`src/rtl/quad_gen_if.sv`:
```
// Command channel of the quadrature generator: one burst per valid/ready handshake.
interface quad_gen_if #(
  parameter int unsigned DIVBITS = 16
) ();
  logic               cmd_valid;
  logic               cmd_ready;
  logic               cmd_dir;
  logic [15:0]        cmd_steps;
  logic [DIVBITS-1:0] period;

  modport master (
    output cmd_valid, cmd_dir, cmd_steps, period,
    input  cmd_ready
  );

  modport slave (
    input  cmd_valid, cmd_dir, cmd_steps, period,
    output cmd_ready
  );
endinterface

```
`src/rtl/quad_gen.sv`:
```
// Quadrature A/B generator emitting bursts of edges with programmable spacing.
// Define QUAD_GEN_INDEX_EN to add a modulo-CPR index counter driving z.
module quad_gen #(
  parameter int unsigned CNTBITS = 32,
  parameter int unsigned DIVBITS = 16,
  parameter int unsigned CPR     = 4096
) (
  input  logic                      clk,
  input  logic                      resetn,
  quad_gen_if.slave                 cmd,
  input  logic                      abort,
  output logic                      a,
  output logic                      b,
  output logic                      z,
  output logic signed [CNTBITS-1:0] position,
  output logic                      busy,
  output logic                      done
);

  typedef enum logic [1:0] {StIdle, StRun, StFin} state_e;

  state_e                      state_q;
  logic                        cmd_ready_q, busy_q, done_q, dir_q;
  logic [DIVBITS-1:0]          period_q, timer_q, period_eff;
  logic [15:0]                 remain_q;
  logic [1:0]                  phase_q, phase_nxt;
  logic                        a_q, b_q;
  logic signed [CNTBITS-1:0]   position_q;
  logic                        emit;

  assign period_eff = (cmd.period == '0) ? DIVBITS'(1) : cmd.period;
  assign phase_nxt  = dir_q ? phase_q + 2'd1 : phase_q - 2'd1;
  // Abort takes priority over an edge due in the same cycle.
  assign emit = (state_q == StRun) && (remain_q != '0) && !abort && (timer_q == DIVBITS'(1));

  always_ff @(posedge clk) begin
    if (!resetn) begin
      state_q     <= StIdle;
      cmd_ready_q <= 1'b0;
      busy_q      <= 1'b0;
      done_q      <= 1'b0;
      dir_q       <= 1'b0;
      period_q    <= '0;
      timer_q     <= '0;
      remain_q    <= '0;
      phase_q     <= '0;
      a_q         <= 1'b0;
      b_q         <= 1'b0;
      position_q  <= '0;
    end else begin
      done_q <= 1'b0;
      unique case (state_q)
        StIdle: begin
          if (cmd_ready_q && cmd.cmd_valid) begin
            dir_q       <= cmd.cmd_dir;
            remain_q    <= cmd.cmd_steps;
            period_q    <= period_eff;
            timer_q     <= period_eff;
            cmd_ready_q <= 1'b0;
            busy_q      <= 1'b1;
            state_q     <= StRun;
          end else begin
            cmd_ready_q <= 1'b1;
          end
        end
        StRun: begin
          // remain_q == 0 is the trailing cycle after the last edge (or abort).
          if (remain_q == '0) begin
            state_q <= StFin;
            busy_q  <= 1'b0;
            done_q  <= 1'b1;
          end else if (abort) begin
            remain_q <= '0;
          end else if (emit) begin
            timer_q    <= period_q;
            remain_q   <= remain_q - 16'd1;
            phase_q    <= phase_nxt;
            a_q        <= phase_nxt[1] ^ phase_nxt[0];
            b_q        <= phase_nxt[1];
            position_q <= position_q + (dir_q ? CNTBITS'(1) : {CNTBITS{1'b1}});
          end else begin
            timer_q <= timer_q - DIVBITS'(1);
          end
        end
        StFin: begin
          state_q     <= StIdle;
          cmd_ready_q <= 1'b1;
        end
        default: state_q <= StIdle;
      endcase
    end
  end

`ifdef QUAD_GEN_INDEX_EN
  localparam int unsigned IdxBits = (CPR > 2) ? $clog2(CPR) : 1;

  logic [IdxBits-1:0] idx_q, idx_d;
  logic               z_q;

  always_comb begin
    idx_d = idx_q;
    if (emit) begin
      if (dir_q) begin
        idx_d = (idx_q == IdxBits'(CPR - 1)) ? '0 : idx_q + IdxBits'(1);
      end else begin
        idx_d = (idx_q == '0) ? IdxBits'(CPR - 1) : idx_q - IdxBits'(1);
      end
    end
  end

  always_ff @(posedge clk) begin
    if (!resetn) begin
      idx_q <= '0;
      z_q   <= 1'b1;
    end else begin
      idx_q <= idx_d;
      z_q   <= (idx_d == '0);
    end
  end

  assign z = z_q;
`else
  assign z = 1'b0;
`endif

  assign cmd.cmd_ready = cmd_ready_q;
  assign a             = a_q;
  assign b             = b_q;
  assign position      = position_q;
  assign busy          = busy_q;
  assign done          = done_q;

endmodule

```
`src/flat_wrapper.sv`:
```
// flat-port wrapper written by rule: the top's interface ports become plain ports
module quad_gen_flat 
#(
  parameter int unsigned CNTBITS = 32,
  parameter int unsigned DIVBITS = 16,
  parameter int unsigned CPR     = 4096
)
  (clk, resetn, abort, a, b, z, position, busy, done, cmd_cmd_valid, cmd_cmd_dir, cmd_cmd_steps, cmd_period, cmd_cmd_ready);
  quad_gen_if #(.DIVBITS(DIVBITS)) cmd_i ();
  input  logic clk;
  input  logic resetn;
  input  logic abort;
  output logic a;
  output logic b;
  output logic z;
  output logic signed [CNTBITS-1:0] position;
  output logic busy;
  output logic done;
  input wire logic [$bits(cmd_i.cmd_valid)-1:0] cmd_cmd_valid;
  input wire logic [$bits(cmd_i.cmd_dir)-1:0] cmd_cmd_dir;
  input wire logic [$bits(cmd_i.cmd_steps)-1:0] cmd_cmd_steps;
  input wire logic [$bits(cmd_i.period)-1:0] cmd_period;
  output wire logic [$bits(cmd_i.cmd_ready)-1:0] cmd_cmd_ready;
  assign cmd_i.cmd_valid = cmd_cmd_valid;
  assign cmd_i.cmd_dir = cmd_cmd_dir;
  assign cmd_i.cmd_steps = cmd_cmd_steps;
  assign cmd_i.period = cmd_period;
  assign cmd_cmd_ready = cmd_i.cmd_ready;
  quad_gen #(.CNTBITS(CNTBITS), .DIVBITS(DIVBITS), .CPR(CPR)) u_core (.clk(clk), .resetn(resetn), .cmd(cmd_i), .abort(abort), .a(a), .b(b), .z(z), .position(position), .busy(busy), .done(done));
endmodule
```
`config.mk`:
```
export PLATFORM = sky130hd
export DESIGN_NAME = quad_gen_flat
export DESIGN_NICKNAME = d
export VERILOG_FILES = /design/src/rtl/quad_gen_if.sv /design/src/rtl/quad_gen.sv /design/src/flat_wrapper.sv
export SDC_FILE = /design/constraint.sdc
export NUM_CORES = 1
export LEC_CHECK = 0
export ABC_CLOCK_PERIOD_IN_PS = 3480
export CELL_PAD_IN_SITES_DETAIL_PLACEMENT = 1
export CELL_PAD_IN_SITES_GLOBAL_PLACEMENT = 1
export CORE_MARGIN = 2
export CORE_UTILIZATION = 41
export DETAILED_ROUTE_END_ITERATION = 12
export GPL_TIMING_DRIVEN = 0
export PLACE_DENSITY = 0.79
export SLEW_MARGIN = 30
export SYNTH_ARGS = -nofsm -noshare
export SYNTH_HDL_FRONTEND = slang
export SYNTH_SLANG_ARGS = --single-unit
```
`constraint.sdc`:
```
create_clock -name clk -period 3.48 [get_ports clk]
set_input_delay 0.522 -clock clk [delete_from_list [all_inputs] [get_ports clk]]
set_output_delay 0.522 -clock clk [all_outputs]
set_load 0.02 [all_outputs]
```
# Word level (Yosys, flattened, before mapping)
# Index checks and enable logic that the tools add are counted.
[classes] addsub=5 eq_ne=8 n_mux=22 bitwise=3 reduce_logical=18
[ops] cell="$mux 16" count=9
[ops] cell="$pmux 16 s2" count=2
[ops] cell="$add 32x32->32" count=1
[ops] cell="$logic_not 16->1" count=2
[ops] cell="$mux 32" count=1
[ops] cell="$sub 16x1->16 const B" count=2
[ops] cell="$eq 16x1->1 const B" count=1
[ops] cell="$reduce_bool 16->1" count=1
[ops] cell="$reduce_and 4->1" count=3
[ops] cell="$mux 2" count=3
[ops] cell="$ne 2x2->1 const B" count=3
[ops] cell="$reduce_and 2->1" count=3
[ops] cell="$logic_and 1x1->1" count=4
[ops] cell="$mux 1" count=4
[ops] cell="$pmux 1 s2" count=2
[ops] cell="$pmux 2 s2" count=1
[ops] cell="$reduce_bool 2->1" count=2
[ops] cell="$ne 3x2->1 const B" count=1
[ops] cell="$reduce_and 3->1" count=1
[ops] cell="$add 2x1->2 const B" count=1
[ops] cell="$eq 2x1->1 const B" count=1
[ops] cell="$eq 2x2->1 const B" count=1
[ops] cell="$logic_not 2->1" count=1
[ops] cell="$ne 2x1->1 const B" count=1
[ops] cell="4 further kinds" count=5
[word_totals] regBits=90 input_bits=37 out_inout_bits=38 elab_cells=68

# Longest topological paths before layout
[depth] word_depth=8 depth_mapped=11

# Worst setup path after synthesis
# OpenSTA, ideal clock, no wires.
[synth_timing] path_kind="reg2reg" startpoint="reg u_core.dir_q" endpoint="reg u_core.position_q[28], in the netlist u_core.position[28]" t_arrival_ps=2950 slack_ps=456 path_stages_with_launch=12 path_buffers=1 path_cell_list="dfxtp_1 inv_1 ha_1 clkbuf_1 a21o_1 a211oi_1 nand3b_1 o31a_1 nor3b_1 o21ai_0 mux2_2 o21ai_0"
[synth_via] elab_chain_len=2
[synth_lines] element="start, declared" line_no="quad_gen.sv:23" text="logic cmd_ready_q, busy_q, done_q, dir_q;"
[synth_lines] element="start signal, assigned" line_no="quad_gen.sv:55" text="dir_q <= cmd.cmd_dir;"
[synth_lines] element="$mux 32" line_no="quad_gen.sv:80" text="position_q <= position_q + (dir_q ? CNTBITS'(1) : {CNTBITS{1'b1}});"
[synth_lines] element="$add 32x32->32" line_no="quad_gen.sv:80"
[synth_lines] element="end signal, assigned" line_no="quad_gen.sv:80"
[synth_lines] element="end, declared" line_no="quad_gen.sv:28" text="logic signed [CNTBITS-1:0] position_q;"
# Every way passes these cells.
# A chain may end at the register's enable or synchronous reset.

# Worst setup path after layout
[layout_timing] startpoint="in abort" endpoint="reg u_core.remain_q[5]"
[layout_via] elab_chain_len=5
[layout_lines] element="start, declared" line_no="flat_wrapper.sv:12" text="input logic abort;"
[layout_lines] element="$logic_not 1->1" line_no="quad_gen.sv:34" text="assign emit = (state_q == StRun) && (remain_q != '0) && !abort && (timer_q == DIVBITS'(1));"
[layout_lines] element="$logic_and 1x1->1 (2 in series)" line_no="quad_gen.sv:34"
[layout_lines] element="$ne 3x2->1 (no line)"
[layout_lines] element="$reduce_and 4->1 (no line)"
[layout_lines] element="end signal, assigned" line_no="quad_gen.sv:56" text="remain_q <= cmd.cmd_steps;"
[layout_lines] element="end signal, assigned" line_no="quad_gen.sv:76" text="remain_q <= remain_q - 16'd1;"
[layout_lines] element="end, declared" line_no="quad_gen.sv:25" text="logic [15:0] remain_q;"
# Several ways; a longest one is shown, not always the timed one. The select of a mux whose other input is x is not followed.

==> summary.md <==
| Metric | Value |
|---|---|
| Net Count, Synth | `844` |
| Post-place instance area | `0.00681 mm2` |
| Final core utilization | `51.2%` |
| Clock insertion delay at the later pin of the skew report | `0.36 ns` |
| Hold Violations, Final | `0` |
| Fin area | `0.00713 mm2` |
| Post-placement cell count | `1025` |
| GRT Total Usage | `26.7%` |
| Crit-path max FO | `10` |
| WL per Instance | `18.9 um` |
| Vias in the first global route | `6247` |
| I/O pins | `75` |
| Drt initial violations | `333` |
| Die Y | `124 um` |
| Pin count of the biggest net entering global routing | `32` |
| Standard-cell row count | `43` |
| Fmax | `306 MHz` |
| Initial core utilization | `42.0%` |
| WP data required | `3.70 ns` |
| CTS Hold Bufs | `0` |
| Hold/Removal Path Class | `reg -> reg` |
| Post-Route WL | `19600 um` |
| R2r setup slk | `0.28 ns` |
| Final Net Count | `928` |
| Routability Congestion | `0.899` |
| Antenna diodes | `0` |
| Syn. warnings | `0` |
| Total CTS buffers | `9` |
| Area growth syn-to-layout | `21.8%` |
| Register area share after synthesis | `30.4%` |
| Main synth FF type | `dfxtp_1` |
| Initial antenna violation count | `0` |
| Peak supply drop | `0.252 mV` |
| Post-synthesis cell type count | `73` |
| Max cap viols | `0` |
| Worst Slack Setup Final | `0.209 ns` |
| Endpoint of the worst hold path | `u_core.period_q[2]$_SDFFE_PN0P_` |
| Hold Slack | `0.464 ns` |
| H-tree levels | `3` |
| Hold Startpoint | `u_core.period_q[2]$_SDFFE_PN0P_` |
| Post-route clock period utilization | `94.0%` |
| Clock-pin slew on the worst setup and hold paths | `0.07 ns` |
| Filler Cells Inserted | `1748` |
| Slew Limit Fails | `0` |
| Worst R2R End | `u_core.position[28]$_SDFFE_PN0P_` |
| Hpwl dp | `14500 um` |
| Routed vias | `6033` |
| Synth top area cells | `dfxtp_1 30%, a21oi_1 7.4%, ha_1 7.3%` |
| DRT Pass-1 Iters | `4` |
| Clock Skew | `0.00736 ns` |
| Yosys top cell area share | `30.4%` |
| Global-route wire length before repair | `31700 um` |
| Clk sinks | `89` |
| Final setup fails | `0` |
| PwrDens | `457 mW/mm2` |
| Root Buffer | `clkbuf_16` |
| TritonCTS clock tree | `done` |
| Syn Area/Cell | `7.58 um2` |
| Share of cells above drive strength 1 | `7.20%` |
| Number of synthesized flops with an enable pin | `0` |
| PortBufs | `73` |
| Min cycle time layout | `3.27 ns` |
| Die area | `0.0153 mm2` |
| Drt via density | `5.80` |
| DRC | `0` |
| Lkg Pwr | `2.78 nW` |
| Rel. slew slack | `44.0%` |
| Core ar. | `0.0139 mm2` |
| RSZ-0062 raised after global routing | `false` |
| Reg2reg path depth | `11` |
| Gate Count Post-Synth | `772` |
| Actual slew at the worst max-slew pin | `0.840 ns` |
| Synth Register Bits | `89` |
| Classification of the worst setup path | `in -> reg` |
| CP arrival | `3.49 ns` |
| CP endpoint kind | `flip-flop` |
| Post-synth top area cell | `dfxtp_1` |
| Hold path depth | `2` |
| Status | `completed` |
| Grt ovf | `0` |
| Post-synth design cell area | `0.00586 mm2` |
| Post-CTS Setup Bufs | `0` |
| Gates resized, CTS repair | `0` |
| Non-filler instance count after layout | `1041` |
| Critical Path Source Type | `input port` |
| Routed Antenna Nets | `0` |
| Clock buffer depth | `2` |
| Die W | `124 um` |
| Worst reg2reg path startpoint | `u_core.dir_q$_SDFFE_PN0P_` |
| Async S/R FF share, synth | `0%` |
| Pre-CTS setup slack | `-0.286 ns` |
==> per-layer routing <==
metal	vias up	track usage (%)	routed length, um
met5	-	0	0
met4	0	9.09	491
met3	35	5.81	673
met2	113	45.1	9340
met1	2926	33.7	9130
li1	2959	-	-
==> sequential cells by signal (all words and copies together), names as in the netlist <==
name and flops:
u_core.dir_q 1, u_core.state_q 2, u_core.timer_q 16, u_core.done 1, u_core.cmd.cmd_ready 1, u_core.position 32
u_core.busy 1, u_core.a 1, u_core.phase_q 1, u_core.b 1, u_core.period_q 16, u_core.remain_q 16
==> worst max-delay path, stage by stage <==
cell and delay [ns]:
clkdlybuf4s50_1 0.48, or3b_2 0.46, clkbuf_1 0.22, and4bb_2 0.38
o211ai_2 0.22, a21oi_2 0.42, clkbuf_1 0.44, nand2_1 0.10
a22oi_1 0.19, nor2_1 0.07
==> through the flow <==
| step | power (mW) | TNS [ns] |
|---|---|---|
| after global routing | 3.44 | 0 |
| after CTS | 3.27 | 0 |
| after detailed placement | 2.22 | -1.55 |
| after floorplan | 1.92 | 0 |
| final | 3.26 | 0 |
| after global placement | 2.18 | -1.56 |
==> report_power, final <==
group / switching (mW) / internal (mW)
Clock: 0.458 / 0.578
Combinational: 0.621 / 0.411
Sequential: 0.0920 / 1.10
Total: 1.17 / 2.09
==> kinds of logic after synthesis <==
family	count (synthesis)	share of synthesized area, %
muxes	7	1.22
adders and majority gates	35	7.61
DFF	89	30.4
AOI/OAI and AO/OA	249	26.6
xor gates and xnor gates	41	6.13
buffers and inverters	54	4.32
other	1	0.0640
and+or+nand+nor	296	23.6
==> final cells by class <==
class | instances | area [um2] | area share, %
Inverter | 13 | 51.3 | 0.719
Multi-Input combinational cell | 629 | 3830 | 53.8
Tap cell | 180 | 225 | 3.16
Timing Repair Buffer | 73 | 731 | 10.2
Buffer | 41 | 204 | 2.86
Sequential cell | 89 | 1780 | 25.0
Clock inverter | 6 | 66.3 | 0.929
Clock buffer | 10 | 239 | 3.35
==> how the worst max path moves through the flow <==
stage                               from                               end  slack [ns]  cells past startpoint
2_1_floorplan  u_core.dir_q$_SDFFE_PN0P_  u_core.position[28]$_SDFFE_PN0P_        0.46                     11
3_3_place_gp   u_core.dir_q$_SDFFE_PN0P_  u_core.position[28]$_SDFFE_PN0P_       -0.27                     11
3_5_place_dp                       abort   u_core.remain_q[5]$_SDFFE_PN0P_       -0.29                     10
4_1_cts        u_core.dir_q$_SDFFE_PN0P_  u_core.position[28]$_SDFFE_PN0P_       0.004                     11
5_1_grt                            abort   u_core.remain_q[7]$_SDFFE_PN0P_        0.08                     10
6_report                           abort   u_core.remain_q[5]$_SDFFE_PN0P_        0.21                     10
==> layout by cell type, fill, tap and decap left out, types with 10 or more instances in the layout <==
| master | synthesis | routed |
|---|---|---|
| dfxtp_1 | 89 | 88 |
| nor3_1 | 24 | 24 |
| xnor2_1 | 26 | 26 |
| nand3_1 | 17 | 17 |
| a21o_1 | 12 | 12 |
| nor2_1 | 89 | 89 |
| nor4_1 | 12 | 11 |
| clkbuf_1 | 30 | 30 |
| nand2_1 | 96 | 96 |
| ha_1 | 34 | 34 |
| o21ai_0 | 53 | 53 |
| inv_1 | 13 | 12 |
| clkdlybuf4s50_1 | 0 | 73 |
| xor2_1 | 15 | 15 |
| a21oi_2 | 8 | 10 |
| a21oi_1 | 86 | 84 |
| a211oi_1 | 31 | 31 |
==> cells in the mapped netlist (all sizes together), types with 3 or more instances <==
cell type and instances:
and2 5, a21o 12, o21a 3, or3 9, a211oi 33, nand3 17, nand2b 4, inv 13
mux2i 6, nor2b 7, o21bai 3, nor2 89, nor4 12, a31oi 9, clkbuf 32, a221oi 3
dfxtp 89, a21boi 3, xnor2 26, a311oi 3, xor2 15, and3 9, nand2 104, or2 3
o211ai 8, o31ai 3, o21ai 55, buf 8, nor3 25, a22oi 5, a21oi 94, ha 34
Note: power is estimated with default switching activity, not from simulation.
